`src/rtl/calc_pkg.sv`:
```
// Shared definitions for the calculate-unit issue controller: mode codes, error codes,
// FSM state encoding and the slow-class decoder.
package calc_pkg;

    localparam logic [7:0] MODE_SUB    = 8'h00;
    localparam logic [7:0] MODE_ADD    = 8'h01;
    localparam logic [7:0] MODE_AND    = 8'h02;
    localparam logic [7:0] MODE_OR     = 8'h03;
    localparam logic [7:0] MODE_XOR    = 8'h04;
    localparam logic [7:0] MODE_SLL    = 8'h05;
    localparam logic [7:0] MODE_SRL    = 8'h06;
    localparam logic [7:0] MODE_SRA    = 8'h07;
    localparam logic [7:0] MODE_SLT    = 8'h08;
    localparam logic [7:0] MODE_SLTU   = 8'h09;
    localparam logic [7:0] MODE_BIT0   = 8'h30;
    localparam logic [7:0] MODE_MUL    = 8'h40;
    localparam logic [7:0] MODE_MULH   = 8'h41;
    localparam logic [7:0] MODE_MULHSU = 8'h42;
    localparam logic [7:0] MODE_MULHU  = 8'h43;
    localparam logic [7:0] MODE_DIV    = 8'h44;
    localparam logic [7:0] MODE_DIVU   = 8'h45;
    localparam logic [7:0] MODE_REM    = 8'h46;
    localparam logic [7:0] MODE_REMU   = 8'h47;

    localparam logic [3:0] NO_ERROR       = 4'd0;
    localparam logic [3:0] NO_INSTRUCTION = 4'd1;
    localparam logic [3:0] DIV_BY_ZERO    = 4'd2;

    typedef enum logic [1:0] {
        IDLE,
        EXEC,
        SLOW,
        RESP
    } calc_state_e;

    // MUL/DIV class answers one clock late; every other code, known or not, is fast.
    function automatic logic is_slow(input logic [7:0] mode);
        return mode[7:4] == 4'h4;
    endfunction

endpackage

```
`src/rtl/calc_issue_stats.sv`:
```
// Three saturating event counters for the issue controller (accepted ops, slow ops, errored responses).
module calc_issue_stats
    import calc_pkg::*;
#(
    parameter int CNT_W = 32
) (
    input  logic             clk,
    input  logic             rst,
    input  logic             inc_ops,
    input  logic             inc_slow,
    input  logic             inc_err,
    output logic [CNT_W-1:0] stat_ops,
    output logic [CNT_W-1:0] stat_slow,
    output logic [CNT_W-1:0] stat_err
);

    logic [CNT_W-1:0] ops_q, ops_d;
    logic [CNT_W-1:0] slow_q, slow_d;
    logic [CNT_W-1:0] err_q, err_d;

    // Counters stick at all-ones rather than wrapping.
    always_comb begin
        ops_d  = ops_q;
        slow_d = slow_q;
        err_d  = err_q;
        if (inc_ops && (ops_q != '1))
            ops_d = ops_q + 1'b1;
        if (inc_slow && (slow_q != '1))
            slow_d = slow_q + 1'b1;
        if (inc_err && (err_q != '1))
            err_d = err_q + 1'b1;
    end

    always_ff @(posedge clk or posedge rst) begin
        if (rst) begin
            ops_q  <= '0;
            slow_q <= '0;
            err_q  <= '0;
        end else begin
            ops_q  <= ops_d;
            slow_q <= slow_d;
            err_q  <= err_d;
        end
    end

    assign stat_ops  = ops_q;
    assign stat_slow = slow_q;
    assign stat_err  = err_q;

endmodule

```
`src/rtl/calc_issue_ctrl.sv`:
```
// Issue-side controller for the calculate unit: registers operands into the unit, waits for the
// fast or slow answer, returns tagged data+error. Statistics counters enabled by CALC_ISSUE_STATS_EN.
module calc_issue_ctrl
    import calc_pkg::*;
#(
    parameter int TAG_W = 5,
    parameter int CNT_W = 32
) (
    input  logic             clk,
    input  logic             rst,
    input  logic             req_valid,
    output logic             req_ready,
    input  logic [7:0]       req_mode,
    input  logic [31:0]      req_num1,
    input  logic [31:0]      req_num2,
    input  logic [TAG_W-1:0] req_tag,
    input  logic             flush,
    output logic [31:0]      ccu_number1,
    output logic [31:0]      ccu_number2,
    output logic [7:0]       ccu_mode,
    input  logic [31:0]      ccu_fast,
    input  logic [31:0]      ccu_slow,
    input  logic [3:0]       ccu_error,
    output logic             rsp_valid,
    input  logic             rsp_ready,
    output logic [31:0]      rsp_data,
    output logic [TAG_W-1:0] rsp_tag,
    output logic [3:0]       rsp_err,
    output logic [CNT_W-1:0] stat_ops,
    output logic [CNT_W-1:0] stat_slow,
    output logic [CNT_W-1:0] stat_err
);

    calc_state_e      state_q, state_d;
    logic [31:0]      num1_q, num1_d;
    logic [31:0]      num2_q, num2_d;
    logic [7:0]       mode_q, mode_d;
    logic [TAG_W-1:0] tag_q, tag_d;
    logic [31:0]      rsp_data_q, rsp_data_d;
    logic [TAG_W-1:0] rsp_tag_q, rsp_tag_d;
    logic [3:0]       rsp_err_q, rsp_err_d;
    logic             accept;
    logic             rsp_fire;

    // Flush blocks new work in the same cycle it kills the in-flight op.
    assign req_ready = !flush && ((state_q == IDLE) || ((state_q == RESP) && rsp_ready));
    assign accept    = req_valid && req_ready;
    assign rsp_valid = (state_q == RESP);
    assign rsp_fire  = rsp_valid && rsp_ready && !flush;

    always_comb begin
        state_d    = state_q;
        num1_d     = num1_q;
        num2_d     = num2_q;
        mode_d     = mode_q;
        tag_d      = tag_q;
        rsp_data_d = rsp_data_q;
        rsp_tag_d  = rsp_tag_q;
        rsp_err_d  = rsp_err_q;

        if (flush) begin
            state_d = IDLE;
        end else begin
            if (accept) begin
                num1_d = req_num1;
                num2_d = req_num2;
                mode_d = req_mode;
                tag_d  = req_tag;
            end
            unique case (state_q)
                IDLE: begin
                    if (accept)
                        state_d = EXEC;
                end
                EXEC: begin
                    if (is_slow(mode_q)) begin
                        state_d = SLOW;
                    end else begin
                        rsp_data_d = ccu_fast;
                        rsp_err_d  = ccu_error;
                        rsp_tag_d  = tag_q;
                        state_d    = RESP;
                    end
                end
                SLOW: begin
                    rsp_data_d = ccu_slow;
                    rsp_err_d  = ccu_error;
                    rsp_tag_d  = tag_q;
                    state_d    = RESP;
                end
                RESP: begin
                    if (rsp_ready)
                        state_d = accept ? EXEC : IDLE;
                end
                default: state_d = IDLE;
            endcase
        end
    end

    always_ff @(posedge clk or posedge rst) begin
        if (rst) begin
            state_q    <= IDLE;
            num1_q     <= '0;
            num2_q     <= '0;
            mode_q     <= '0;
            tag_q      <= '0;
            rsp_data_q <= '0;
            rsp_tag_q  <= '0;
            rsp_err_q  <= '0;
        end else begin
            state_q    <= state_d;
            num1_q     <= num1_d;
            num2_q     <= num2_d;
            mode_q     <= mode_d;
            tag_q      <= tag_d;
            rsp_data_q <= rsp_data_d;
            rsp_tag_q  <= rsp_tag_d;
            rsp_err_q  <= rsp_err_d;
        end
    end

    assign ccu_number1 = num1_q;
    assign ccu_number2 = num2_q;
    assign ccu_mode    = mode_q;
    assign rsp_data    = rsp_data_q;
    assign rsp_tag     = rsp_tag_q;
    assign rsp_err     = rsp_err_q;

`ifdef CALC_ISSUE_STATS_EN
    calc_issue_stats #(
        .CNT_W(CNT_W)
    ) u_stats (
        .clk      (clk),
        .rst      (rst),
        .inc_ops  (accept),
        .inc_slow (accept && is_slow(req_mode)),
        .inc_err  (rsp_fire && (rsp_err_q != NO_ERROR)),
        .stat_ops (stat_ops),
        .stat_slow(stat_slow),
        .stat_err (stat_err)
    );
`else
    assign stat_ops  = '0;
    assign stat_slow = '0;
    assign stat_err  = '0;
`endif

endmodule
```
`config.mk`:
```
export PLATFORM = sky130hd
export DESIGN_NAME = calc_issue_ctrl
export DESIGN_NICKNAME = d
export VERILOG_FILES = /design/src/rtl/calc_pkg.sv /design/src/rtl/calc_issue_stats.sv /design/src/rtl/calc_issue_ctrl.sv
export SDC_FILE = /design/constraint.sdc
export NUM_CORES = 1
export LEC_CHECK = 0
export BUFFER_PORTS_ARGS = -buffer_cell sky130_fd_sc_hd__buf_2
export CAP_MARGIN = 25
export CORE_AREA = 3 3 139 141
export DETAILED_ROUTE_END_ITERATION = 10
export DIE_AREA = 0 0 142 144
export PLACE_DENSITY = 0.72
export SLEW_MARGIN = 20
export SYNTH_ARGS = -nofsm -noshare
export SYNTH_HDL_FRONTEND = slang
export SYNTH_SLANG_ARGS = --single-unit
```
`constraint.sdc`:
```
create_clock -name clk -period 3.8 [get_ports clk]
set_input_delay 0.57 -clock clk [delete_from_list [all_inputs] [get_ports clk]]
set_output_delay 0.57 -clock clk [all_outputs]
set_load 0.02 [all_outputs]
```
==> results of run 1 <==
-- cell usage in the layout, fill, tap and decap left out, drive strengths merged --
master    count
a211oi        1
a21oi         2
and3b         1
buf         269
bufinv        1
clkbuf       18
clkinv        4
clkinvlp      3
conb         96
dfrtp       120
ha            4
inv          11
mux2        150
nor2          3
nor2b         3
nor3b         1
nor4b         1
o21ai         2
o221ai        1
or3b          1
-- how the worst min path moves through the flow --
stage	startpoint	cells past startpoint	end	slack, ns
floorplan	tag_q[0]	1	tag_q[0]	0.46
global placement	ccu_mode[2]	1	ccu_mode[2]	0.46
detailed placement	ccu_number2[6]	1	ccu_number2[6]	0.47
CTS	rst	2	ccu_number1[4]	0.30
global route	rst	2	ccu_number1[4]	0.33
finish	rst	2	ccu_number1[4]	0.27
-- critical path, delay by kind of cell (launching register included) --
kind	cells	cell delay [ns]
AOI/OAI and AO/OA	1	0.27
buffers and inverters	2	0.24
adders and majority gates	1	0.23
and+or+nand+nor	1	0.07
DFF	1	0.38
-- kinds of logic after synthesis --
| kind of cell | count (synthesis) | share of synthesized area |
|---|---|---|
| fa+ha+maj | 4 | 0.00849 |
| other cells | 1 | 0.000636 |
| flops | 120 | 0.510 |
| mux | 150 | 0.312 |
| compound gates | 6 | 0.00828 |
| buf+inv | 117 | 0.147 |
| simple gates | 10 | 0.0142 |
-- registers in the layout, indices dropped and copies added, names as in the netlist --
name and flops:
rsp_tag 5, ccu_mode 8, state_q 2, ccu_number2 32
rsp_err 4, rsp_data 32, tag_q 5, ccu_number1 32
-- layer usage --
| layer | vias up | GRT usage | wire length (um) |
|---|---|---|---|
| li1 | 1745 | - | - |
| met1 | 1836 | 0.140 | 5030 |
| met2 | 214 | 0.209 | 6690 |
| met3 | 7 | 0.0542 | 1230 |
| met4 | 0 | 0.0394 | 130 |
| met5 | - | 0 | 0 |
-- layout make-up --
class | count | area (sq um)
Clock buffer | 18 | 429
Clock inverter | 14 | 139
Fill cell | 1721 | 10400
Inverter | 5 | 21.3
Multi-Input combinational cell | 266 | 2390
Sequential cell | 120 | 3000
Tap cell | 229 | 287
Timing Repair Buffer | 269 | 1380
-- power groups by stage --
stage,Combinational [mW],Sequential (mW),Clock [mW]
2_1_floorplan,1.48,3.05,0
3_3_place_gp,3.08,2.28,0
3_5_place_dp,3.14,2.29,0
4_1_cts,3.14,2.29,1.59
5_1_grt,3.29,2.37,1.65
6_report,3.09,2.28,1.54
==> reports/metrics.csv, run 1 <==
metric,value,unit
power_frac_comb,0.447,
yosys.area.top_type,dfrtp_1,
core-area,18100,sq um
powerDensity,903,nW/um^2
routabilityCongestion,0.711,
portBuffers,264,
insertion_delay,0.41,ns
num-nets-final,833,
route.vias.total,3802,
slew_violations,0,
tns,0,ns
worst_pin_slew,0.731,ns
netlist_top_cells_area,"dfrtp_1 (51%), mux2_2 (15%), buf_4 (12%)",
synthesis.area,5890,sq um
r2r_end,ccu_mode[7],
avgSynthCellArea,14.4,sq um
fin_cells,921,
place_inst,889,
skew,0.0135,ns
antenna_found_initial,0,
clock_sinks,120,
fmax,0.462,GHz
placed_area,7080,sq um
cts_setup_buffers,0,
peakVddDrop,510,uV
grt_util_all_layers,0.123,
syn_to_final_growth,29.8,%
p_seq_frac,0.330,
grt-ovfl-total,0,
p_int,4.26,mW
synth_async_sr_flop_share,1.00,
max_stage_delay,0.38,ns
fin_crit_sh,0.570,
worst_slack,1.63,ns
hold_buffers,0,
first_pass_iters,4,
synth_cell_types,21,
drc_errors,0,
die_x,142,um
relSlewSlack,0.512,
grt_pass1_vias,3860,
synthTopCellsByCount,"dfrtp_1 (120), buf_4 (98), mux2_2 (80)",
die-height,144,um
grt_max_degree,65,
r2r_start,state_q[0],
synth_flop_cell,dfrtp_1,
endpoint_kind,output port,
leakage,3.88,nW
cp-start-kind,flip-flop,
critPathMaxFanout,3,
synth_edf_count,0,
cts_resized,0,
endpoint,req_ready,
cap_violations,0,
htree_levels,4,
reg2regPathDepth,6,
cp_slowest_cell,dfrtp_1,
finalCriticalPeriod,2.17,ns
status,finished clean,
start_util,0.326,
drt-total-wl,13.1,mm
rows,49,
cts_tree,built,
vias_per_cell,4.13,
final_core_util,0.423,
dieArea,20400,sq um
dp_hpwl,9.82,mm
pwr-share-clk,0.223,
synth_warnings,0,
crit_start,state_q[0],
yosysMostFrequentCell,dfrtp_1,
postLayoutCellArea,7650,sq um
hold_viol,0,
synth_top_area_frac,0.510,
yosysSeqAreaShare,0.510,
cp_data_required_time,3.23,ns
grt_pass1_wl,19.7,mm
n_antenna_cell,0,
p_total,6.91,mW
p_sw_frac,0.384,
arrival,1.60,ns
synthCells,408,
whs,0.271,ns
path_cells,inv_1 > ha_1 > a21oi_1 > nor2_1 > buf_2,
crit_type,reg -> out,
clk_pin_slew,0.06,ns
pin_count,361,
synth_seq_cells,120,
setup_viol,0,
drtIter0Drc,99,
cts_made_buffers,17,
p_sw,2.65,mW
r2r_slack,1.67,ns
clockBufferDepth,2,
antenna_left,0,
hold_class,in -> async,
rsz0062_at_grt,false,
root_buffer,clkbuf_16,
drive_above_1_share,0.614,
wl_per_cell,14.2,um
dp_slack,1.66,ns
Note: power is estimated with default switching activity, not from simulation.
==> run 2: changes to the inputs <==
Settings changed: CORE_AREA 3 3 139 141 to 3 3 141 143, DIE_AREA 0 0 142 144 to 0 0 144 146, PLACE_DENSITY 0.72 to 0.68.
Clock period 3.8 ns to 2.1 ns, I/O delays scaled along.
==> reports/metrics.csv, run 2 (synthesis results as in run 1) <==
metric,value,unit
status,finished clean,
fin_crit_sh,0.935,
n_antenna_cell,0,
cts_tree,built,
tns,0,ns
rsz0062_at_grt,false,
crit_type,reg -> reg,
r2r_end,ccu_number1[23],
hold_buffers,0,
route.vias.total,3809,
final_cell_mix,"buf_2 (264), dfrtp_1 (120), conb_1 (96)",
setup_viol,0,
finalCriticalPeriod,1.96,ns
cp-start-kind,flip-flop,
grt_util_all_layers,0.123,
max_stage_delay,0.40,ns
fmax,0.509,GHz
p_total,12.5,mW
portBuffers,264,
cap_violations,0,
p_sw,4.72,mW
leakage,3.90,nW
num-nets-final,835,
clock_sinks,120,
grt-ovfl-total,0,
hold_viol,0,
r2r_slack,0.14,ns
start_util,0.315,
drive_above_1_share,0.615,
antenna_found_initial,2,
skew,0.00707,ns
powerDensity,1630,nW/um^2
final_common_cell,buf_2,
drc_errors,0,
grt_pass1_wl,19.9,mm
first_pass_iters,4,
p_seq_frac,0.328,
routabilityCongestion,0.715,
rows,50,
root_buffer,clkbuf_16,
die-height,146,um
cts_resized,0,
die_x,144,um
cts_made_buffers,17,
core-area,18700,sq um
whs,0.0223,ns
wl_per_cell,14.1,um
pin_count,361,
drtIter0Drc,66,
p_int,7.82,mW
vias_per_cell,4.10,
arrival,2.24,ns
grt_max_degree,78,
cp_data_required_time,2.38,ns
critPathMaxFanout,77,
drt-total-wl,13.1,mm
insertion_delay,0.40,ns
endpoint_kind,flip-flop,
dp_hpwl,10.1,mm
peakVddDrop,869,uV
clockBufferDepth,2,
cp_slowest_cell,dfrtp_1,
grt_pass1_vias,3920,
p_sw_frac,0.377,
power_frac_comb,0.448,
r2r_start,state_q[0],
place_inst,896,
slew_violations,0,
cts_setup_buffers,0,
hold_class,in -> async,
pwr-share-clk,0.224,
path_cells,inv_1 > ha_1 > a21oi_1 > nor3b_4 > buf_12 > mux2_2,
dieArea,21000,sq um
clk_pin_slew,0.06,ns
antenna_left,0,
syn_to_final_growth,30.8,%
fin_cells,928,
reg2regPathDepth,6,
htree_levels,4,
-- run 2: changes by cell type in the layout (fill, tap and decap cells not counted) --
cell,previous run,this run
clkinvlp_4,3,4
buf_12,2,4
inv_4,1,0
clkinv_4,3,1
inv_8,1,0
clkbuf_8,0,3
-- run 2: area by class of cell --
cell class	count	area, sq um
clock buffer	21	470
timing repair buffer	271	1420
clock inverter	11	110
sequential	120	3000
inverter	5	22.5
multi-input combinational	266	2390
fill	1797	11000
tap	234	293
-- run 2: power by group through the flow --
stage                     Sequential (mW)  Clock [mW]  Combinational [mW]
after floorplan                      5.52           0                2.68
after global placement               4.11           0                5.63
after detailed placement             4.15           0                5.70
after CTS                            4.14        2.91                5.72
after global routing                 4.29        3.02                6.01
final                                4.12        2.81                5.62
-- run 2: worst max path at each step --
| stage | start | endpoint | slack, ns | cells past startpoint |
|---|---|---|---|---|
| finish | state_q[0] | ccu_number1[23] | 0.14 | 6 |
| global route | state_q[0] | req_ready | 0.02 | 5 |
| CTS | state_q[0] | req_ready | 0.13 | 5 |
| detailed placement | state_q[0] | ccu_number1[0] | 0.15 | 6 |
| global placement | state_q[0] | ccu_number2[21] | 0.20 | 6 |
| floorplan | state_q[1] | ccu_mode[0] | 0.26 | 6 |
-- run 2: per-layer routing --
metal  up-vias  wire length [um]  track usage
met4         4               183       0.0410
met3        17              1460       0.0559
met2       221              6840        0.214
li1       1751                 -            -
met5         -                21            0
met1      1816              4610        0.130
-- run 2: per-stage QoR --
step	instance area [sq um]	util	setup WS, ns
2_1_floorplan	6250	-	0.260
3_3_place_gp	7130	0.381	0.205
3_5_place_dp	7130	0.381	0.153
4_1_cts	7710	0.412	0.127
5_1_grt	7710	0.412	0.0185
6_report	7710	0.412	0.137
-- run 2: critical path, delay by kind of cell (launching register included) --
family	cells	cell delay (ns)
buffers and inverters	2	0.45
flip-flops	1	0.40
multiplexers	1	0.39
AND/OR/NAND/NOR	1	0.22
adder cells (fa/ha/maj)	1	0.20
AO/OA/AOI/OAI	1	0.09
==> run 3: changes to the inputs <==
Settings changed: CELL_PAD_IN_SITES_DETAIL_PLACEMENT set to 2, CELL_PAD_IN_SITES_GLOBAL_PLACEMENT set to 2, CORE_AREA 3 3 141 143 to unset, CORE_MARGIN set to 3, CORE_UTILIZATION set to 26, DIE_AREA 0 0 144 146 to unset, PLACE_DENSITY 0.68 to 0.87, SYNTH_HIERARCHICAL set to 1.
==> reports/metrics.csv, run 3 <==
metric,value,unit
synthCells,408,
grt_pass1_wl,25.3,mm
htree_levels,4,
pin_count,361,
setup_viol,0,
powerDensity,1660,nW/um^2
dieArea,24500,sq um
worst_pin_slew,0.639,ns
yosys.area.top_type,dfrtp_1,
dp_slack,0.132,ns
path_cells,inv_1 > ha_1 > a21oi_2 > nor2_1 > buf_2,
cp_slowest_cell,dfrtp_1,
first_pass_iters,4,
synthTopCellsByCount,"dfrtp_1 (120), buf_4 (98), mux2_2 (80)",
p_seq_frac,0.320,
arrival,1.62,ns
routabilityCongestion,0.701,
cap_violations,0,
reg2regPathDepth,6,
wl_per_cell,17.5,um
finalCriticalPeriod,1.93,ns
p_int,7.90,mW
num-nets-final,838,
power_frac_comb,0.447,
rsz0062_at_grt,false,
grt-ovfl-total,0,
synthesis.area,5890,sq um
fmax,0.518,GHz
whs_path_depth,2,
grt_max_degree,51,
r2r_end,ccu_number1[6],
cts_setup_buffers,0,
p_total,13.0,mW
status,finished clean,
cp_data_required_time,1.78,ns
yosysMostFrequentCell,dfrtp_1,
synth_edf_count,0,
endpoint_kind,output port,
r2r_start,state_q[0],
fin_crit_sh,0.919,
synth_warnings,6,
drc_errors,0,
tns,0,ns
clock_sinks,120,
dp_hpwl,13.8,mm
pwr-share-clk,0.232,
hold_start,req_num2[4],
p_sw_frac,0.391,
die_x,157,um
avgSynthCellArea,14.4,sq um
start_util,0.268,
leakage,3.92,nW
rows,54,
drive_above_1_share,0.618,
place_inst,944,
cp-start-kind,flip-flop,
relSlewSlack,0.574,
grt_pass1_vias,4408,
core-area,22000,sq um
route.vias.total,3917,
r2r_slack,0.17,ns
slew_violations,0,
grt_util_all_layers,0.135,
final_common_cell,buf_2,
whs_endpoint,ccu_number2[4],
cts_made_buffers,17,
peakVddDrop,686,uV
hold_class,in -> reg,
hold_viol,0,
netlist_top_cells_area,"dfrtp_1 (51%), mux2_2 (15%), buf_4 (12%)",
syn_to_final_growth,32.5,%
synth_seq_cells,120,
drtIter0Drc,131,
max_stage_delay,0.40,ns
final_cell_mix,"buf_2 (264), dfrtp_1 (120), conb_1 (96)",
critPathMaxFanout,3,
drt-total-wl,17.1,mm
root_buffer,clkbuf_16,
cts_tree,built,
synth_cell_types,21,
skew,0.00932,ns
p_sw,5.08,mW
synth_async_sr_flop_share,1.00,
antenna_left,0,
portBuffers,264,
crit_type,reg -> out,
n_antenna_cell,0,
vias_per_cell,4.01,
antenna_found_initial,0,
synth_top_area_frac,0.510,
yosysSeqAreaShare,0.510,
insertion_delay,0.41,ns
fin_cells,977,
clk_pin_slew,0.07,ns
die-height,157,um
clockBufferDepth,2,
critPathTopFamily,flip-flops,
path_buf_inv,2,
synth_flop_cell,dfrtp_1,
worst_slack,0.169,ns
-- run 3: worst reg2reg max path, delay by kind of cell (launching register included) --
| kind | cells | cell delay, ns |
|---|---|---|
| AO/OA/AOI/OAI | 1 | 0.07 |
| adder cells (fa/ha/maj) | 1 | 0.22 |
| multiplexers | 1 | 0.42 |
| buffers and inverters | 2 | 0.40 |
| flip-flops | 1 | 0.40 |
| AND/OR/NAND/NOR | 1 | 0.30 |
-- run 3: cell type report --
cell class	count	area, sq um
flip-flops and latches	120	3000
fillers	2398	14200
repair buffers	274	1440
multi-input cells	266	2390
inverters	5	22.5
clock buffers	17	425
clock inverters	15	179
well taps	280	350
-- run 3: worst max path at each step --
stage | start | end | slack (ns) | cells after the start
after detailed placement | state_q[0] | ccu_number1[6] | 0.13 | 6
after global placement | state_q[0] | ccu_number1[1] | 0.25 | 6
after CTS | state_q[0] | req_ready | 0.03 | 5
after floorplan | state_q[1] | ccu_mode[0] | 0.26 | 6
final | state_q[0] | req_ready | 0.17 | 5
after global routing | state_q[0] | req_ready | 0.03 | 5
-- run 3: stage by stage --
step                hold WS, ns   util  instance area, sq um
floorplan                 0.378      -                  6250
global placement          0.192  0.326                  7190
detailed placement        0.196  0.326                  7190
CTS                      0.0908  0.354                  7800
global route             0.0926  0.355                  7810
finish                    0.115  0.355                  7810
-- run 3: power by group through the flow --
stage / Clock (mW) / Sequential (mW) / Combinational (mW)
final: 3.02 / 4.16 / 5.81
after global routing: 3.24 / 4.35 / 6.19
after CTS: 3.12 / 4.19 / 5.92
after detailed placement: 0 / 4.22 / 5.89
after global placement: 0 / 4.08 / 5.72
after floorplan: 0 / 5.52 / 2.68
-- run 3: metal layers --
metal	routed length, um	global-route usage	up-vias
met2	9670	0.259	192
met4	350	0.0488	0
li1	-	-	1752
met1	5950	0.138	1949
met3	1150	0.0382	24
met5	0	0	-
-- run 3: logic make-up (layout without fill, tap and decap cells) --
logic type / Yosys count / after routing / synth area share
and+or+nand+nor: 10 / 10 / 0.0142
DFF: 120 / 120 / 0.510
buffers and inverters: 117 / 311 / 0.147
AOI/OAI and AO/OA: 6 / 6 / 0.00828
other: 1 / 96 / 0.000636
muxes: 150 / 150 / 0.312
adders and majority gates: 4 / 4 / 0.00849
-- run 3: repair_timing --
item	in CTS	in global routing
endpoints found under the setup margin	0	1
hold buffers	1	0
resized for setup	0	1
hold endpoints to repair	1	0
